==> src/rtl/alu_out_stage.sv <==
// Output stage for the ALU mux bank: a 2-entry skid buffer that registers the
// selected result along with its {C,Z,N,P} flags, and counts accepted results.
module alu_out_stage #(
  parameter int unsigned WIDTH = 8,
  parameter int unsigned CNT_W = 16
) (
  input  logic             clk,
  input  logic             rst,
  input  logic             in_valid,
  input  logic [WIDTH-1:0] in_data,
  input  logic             in_carry,
  input  logic [1:0]       in_sel,
  output logic             in_ready,
  output logic             out_valid,
  input  logic             out_ready,
  output logic [WIDTH-1:0] out_data,
  output logic [3:0]       out_flags,
  output logic [1:0]       out_sel,
  output logic [CNT_W-1:0] op_count
);

  typedef enum logic [1:0] {
    EMPTY = 2'd0,
    ONE   = 2'd1,
    TWO   = 2'd2
  } state_t;

  state_t state_q, state_d;

  logic             in_ready_q, in_ready_d;
  logic [WIDTH-1:0] head_data_q, head_data_d;
  logic [3:0]       head_flags_q, head_flags_d;
  logic [1:0]       head_sel_q, head_sel_d;
  logic [WIDTH-1:0] skid_data_q, skid_data_d;
  logic [3:0]       skid_flags_q, skid_flags_d;
  logic [1:0]       skid_sel_q, skid_sel_d;
  logic [CNT_W-1:0] cnt_q, cnt_d;

  logic       accept;
  logic       deliver;
  logic [3:0] new_flags;

  always_comb begin
    accept    = in_valid & in_ready_q;
    deliver   = (state_q != EMPTY) & out_ready;
    new_flags = {in_carry, (in_data == '0), in_data[WIDTH-1], ^in_data};
  end

  // Head is always the oldest entry and drives out_*; skid holds the second.
  always_comb begin
    state_d      = state_q;
    head_data_d  = head_data_q;
    head_flags_d = head_flags_q;
    head_sel_d   = head_sel_q;
    skid_data_d  = skid_data_q;
    skid_flags_d = skid_flags_q;
    skid_sel_d   = skid_sel_q;

    unique case (state_q)
      EMPTY: begin
        if (accept) begin
          head_data_d  = in_data;
          head_flags_d = new_flags;
          head_sel_d   = in_sel;
          state_d      = ONE;
        end
      end
      ONE: begin
        if (accept && deliver) begin
          head_data_d  = in_data;
          head_flags_d = new_flags;
          head_sel_d   = in_sel;
        end else if (accept) begin
          skid_data_d  = in_data;
          skid_flags_d = new_flags;
          skid_sel_d   = in_sel;
          state_d      = TWO;
        end else if (deliver) begin
          state_d = EMPTY;
        end
      end
      TWO: begin
        if (deliver) begin
          head_data_d  = skid_data_q;
          head_flags_d = skid_flags_q;
          head_sel_d   = skid_sel_q;
          state_d      = ONE;
        end
      end
      default: state_d = EMPTY;
    endcase

    // Registered ready looks ahead at the next occupancy, so it never
    // depends combinationally on out_ready.
    in_ready_d = (state_d != TWO);
    cnt_d      = cnt_q + {{(CNT_W-1){1'b0}}, accept};
  end

  always_ff @(posedge clk or posedge rst) begin
    if (rst) begin
      state_q      <= EMPTY;
      in_ready_q   <= 1'b0;
      head_data_q  <= '0;
      head_flags_q <= '0;
      head_sel_q   <= '0;
      skid_data_q  <= '0;
      skid_flags_q <= '0;
      skid_sel_q   <= '0;
      cnt_q        <= '0;
    end else begin
      state_q      <= state_d;
      in_ready_q   <= in_ready_d;
      head_data_q  <= head_data_d;
      head_flags_q <= head_flags_d;
      head_sel_q   <= head_sel_d;
      skid_data_q  <= skid_data_d;
      skid_flags_q <= skid_flags_d;
      skid_sel_q   <= skid_sel_d;
      cnt_q        <= cnt_d;
    end
  end

  always_comb begin
    in_ready  = in_ready_q;
    out_valid = (state_q != EMPTY);
    out_data  = head_data_q;
    out_flags = head_flags_q;
    out_sel   = head_sel_q;
    op_count  = cnt_q;
  end

endmodule

==> config.mk <==
export PLATFORM = sky130hd
export DESIGN_NAME = alu_out_stage
export DESIGN_NICKNAME = d
export VERILOG_FILES = /design/src/rtl/alu_out_stage.sv
export SDC_FILE = /design/constraint.sdc
export NUM_CORES = 1
export LEC_CHECK = 0
export ABC_AREA = 1
export CORE_MARGIN = 2
export CORE_UTILIZATION = 54
export CTS_BUF_LIST = sky130_fd_sc_hd__clkbuf_8
export DETAILED_ROUTE_END_ITERATION = 10
export PLACE_DENSITY = 0.83
export SKIP_CTS_REPAIR_TIMING = 1
export SLEW_MARGIN = 40
export SYNTH_ARGS = -nofsm -noshare
export SYNTH_HDL_FRONTEND = slang
export SYNTH_SLANG_ARGS = --single-unit
export TNS_END_PERCENT = 10
==> constraint.sdc <==
create_clock -name clk -period 2.6 [get_ports clk]
set_clock_uncertainty 0.15 [all_clocks]
set_input_delay 0.52 -clock clk [delete_from_list [all_inputs] [get_ports clk]]
set_output_delay 0.52 -clock clk [all_outputs]
set_load 0.1 [all_outputs]
==> reports/metrics.csv <==
metric,value,unit
status,"finished, final reports clean",
startpoint type of the worst setup path,primary input,
"Seq/Total Area, Yosys",0.5172,
number of global-route vias before repair,1667,
DRC errors left,0,
# port buffers,46,
TritonCTS clock tree,yes,
die width,67.50,um
die span in y,67.50,um
DR WL/cell,11.86,um
CP max FO,3,
final wirelength,4.339,mm
Hold Slack,0.3366,ns
worst vdd ir,0.0006601,V
P_leak,0.001402,uW
crit path DAT,2.04,ns
Final Max Tran Viols,0,
GR Util All Layers,0.2209,
switch share,0.5547,
Setup CP Type,in -> reg,
Worst-path clk slew,0.08,ns
RSZ-0062 raised after global routing,no,
switching pwr,1963,uW
combinational fraction of design power,0.552,
Synth Cell Area,2177,sq um
via count,1798,
Vias/cell,4.913,
share of cells above drive strength 1,0.1646,
post-route clock period utilization,0.7719,
routability congestion estimate,0.7941,
number of antenna-violating nets in the routed design,0,
Fmax achieved,0.4983,GHz
antenna violations before repair,0,
Post-Syn Nets,287,
final setup fails,0,
die area,4556,sq um
Multi-input gate area,864.6,sq um
CP endpoint kind,flip-flop,
Max-cap violations,0,
first-pass GRT wire length,7.348,mm
core area,3943,sq um
"Data required, critical path",2.64,ns
clock share of power,0.131,
post-synthesis cell type count,24,
reg2reg setup slack,0.92,ns
FF+latch area,1126,sq um
Layout Nets,336,
Longest Clk Path Bufs,2,
total iterations of the first detailed-routing run,4,
Hold Crit Class,reg -> reg,
register bit total from synthesis,45,
Rel. slew slack,0.6318,
Cell Int Power,1576,uW
Ys Warns,0,
Synth Instances,266,
synthesized area per cell,8.185,sq um
Area Overhead vs Synth,22.82,%
starting density of the core,0.5522,
antenna cells,0,
Fillers,324,
Iteration-0 DRC Markers,176,
crit path time final,2.007,ns
Seq pwr share,0.317,
largest net degree at the start of global routing,46,
H-tree levels,2,
TNS Setup,0,ns
global route total overflow,0,
root buffer cell,clkbuf_8,
Std-Cell Rows,23,
worst slew pin tran,0.5523,ns
total clock sinks,45,
I/O pin cnt,47,
Final Hold Fails,0,
worst-skew pair later-pin latency,0.30,ns
PwrDens,1324,nW/um^2
dpl hpwl,3.155,mm
CTS Buf Count,5,
==> state kept, by name, summed over array words and instances (netlist names) <==
signal        flops
op_count         16
skid_data_q       7
skid_flags_q      4
out_data          7
skid_sel_q        2
in_ready          1
out_sel           2
state_q           2
out_flags         4
==> per-stage QoR <==
| step | instances | setup WS, ns | util | power, uW | area [sq um] |
|---|---|---|---|---|---|
| 4_1_cts | 366 | 0.5856 | 0.6782 | 3561 | 2674 |
| 5_1_grt | 366 | 0.4408 | 0.6782 | 3723 | 2674 |
| 3_5_place_dp | 358 | 0.2619 | 0.6525 | 3090 | 2572 |
| 3_3_place_gp | 358 | 0.3341 | 0.6525 | 3053 | 2572 |
| 6_report | 366 | 0.5932 | 0.6782 | 3539 | 2674 |
| 2_1_floorplan | 266 | 0.2230 | - | 2707 | 2177 |
==> cells in the mapped netlist <==
cell | n | area share
a21oi_1 | 5 | 0.011
buf_12 | 1 | 0.0092
buf_2 | 1 | 0.0023
buf_4 | 2 | 0.0069
buf_6 | 2 | 0.010
clkinv_2 | 1 | 0.0023
dfrtp_1 | 45 | 0.52
ha_1 | 6 | 0.034
inv_1 | 28 | 0.048
inv_2 | 2 | 0.0034
inv_4 | 1 | 0.0029
nand2_1 | 92 | 0.16
nand2_2 | 1 | 0.0029
nand2_4 | 2 | 0.010
nand3_1 | 7 | 0.016
nand4_1 | 2 | 0.0057
nor2_1 | 32 | 0.055
nor2_2 | 2 | 0.0057
o21ai_0 | 16 | 0.037
o21ai_1 | 7 | 0.016
o21ai_2 | 1 | 0.0040
o31ai_1 | 1 | 0.0034
xnor2_1 | 7 | 0.028
xor2_1 | 2 | 0.0080
==> power groups by stage <==
stage          registers (uW)  logic [uW]  clock network [uW]
2_1_floorplan            2160         551                   0
3_3_place_gp             1120        1930                   0
3_5_place_dp             1130        1960                   0
4_1_cts                  1120        1970                 475
5_1_grt                  1150        2060                 505
6_report                 1120        1950                 463
==> cells by family (layout without fill, tap and decap cells) <==
kind of cell / after synthesis / count (layout) / synth area share
simple gates: 138 / 138 / 0.2546
flops: 45 / 45 / 0.5172
buf+inv: 38 / 88 / 0.08563
compound gates: 30 / 30 / 0.07184
xor+xnor: 9 / 9 / 0.03621
fa+ha+maj: 6 / 6 / 0.03448
==> layout by cell type, fill, tap and decap left out <==
| master | n |
|---|---|
| nand2_4 | 2 |
| nor2_1 | 32 |
| inv_2 | 2 |
| ha_1 | 6 |
| inv_1 | 27 |
| clkinv_1 | 1 |
| xor2_1 | 2 |
| nand4_1 | 2 |
| clkdlybuf4s50_1 | 14 |
| nand3_1 | 7 |
| xnor2_1 | 7 |
| inv_4 | 1 |
| buf_4 | 34 |
| o31ai_1 | 1 |
| nor2_2 | 2 |
| nand2_2 | 1 |
| o21ai_2 | 1 |
| o21ai_1 | 7 |
| clkbuf_8 | 7 |
| nand2_1 | 92 |
| dfrtp_1 | 45 |
| clkinv_2 | 2 |
| o21ai_0 | 16 |
| a21oi_1 | 5 |
==> critical path, cell delays in order <==
cell,delay [ns]
clkdlybuf4s50_1,0.45
nand2_1,0.08
inv_1,0.09
ha_1,0.17
ha_1,0.18
nand2_1,0.07
nor2_1,0.21
nand3_1,0.13
xnor2_1,0.14
==> cell type report <==
| type | count | area share |
|---|---|---|
| multi-input combinational | 183 | 0.3234 |
| timing repair buffer | 48 | 0.1479 |
| sequential | 45 | 0.4212 |
| inverter | 32 | 0.04633 |
| clock buffer | 7 | 0.03603 |
| tap | 50 | 0.02340 |
| clock inverter | 1 | 0.001872 |
==> per-layer routing <==
layer / up-vias / wire length, um / track usage
met4: 0 / 58 / 0.06888
li1: 914 / - / -
met1: 839 / 1852 / 0.2590
met2: 39 / 2232 / 0.3934
met3: 6 / 195 / 0.05667
met5: - / 0 / 0
==> final timing paths <==
kind / endpoint / start / cells after the start
max in group asynchronous: op_count[5]$_DFF_PP0_ / rst / 3
min in group asynchronous: op_count[15]$_DFF_PP0_ / rst / 3
hold / removal: out_data[3]$_DFFE_PP0P_ / out_data[3]$_DFFE_PP0P_ / 2
setup reg to reg: op_count[12]$_DFF_PP0_ / in_ready$_DFF_PP0_ / 8
hold reg to reg: out_data[3]$_DFFE_PP0P_ / out_data[3]$_DFFE_PP0P_ / 2
setup / recovery: op_count[12]$_DFF_PP0_ / in_valid / 9
(Power assumes the default switching activity.)
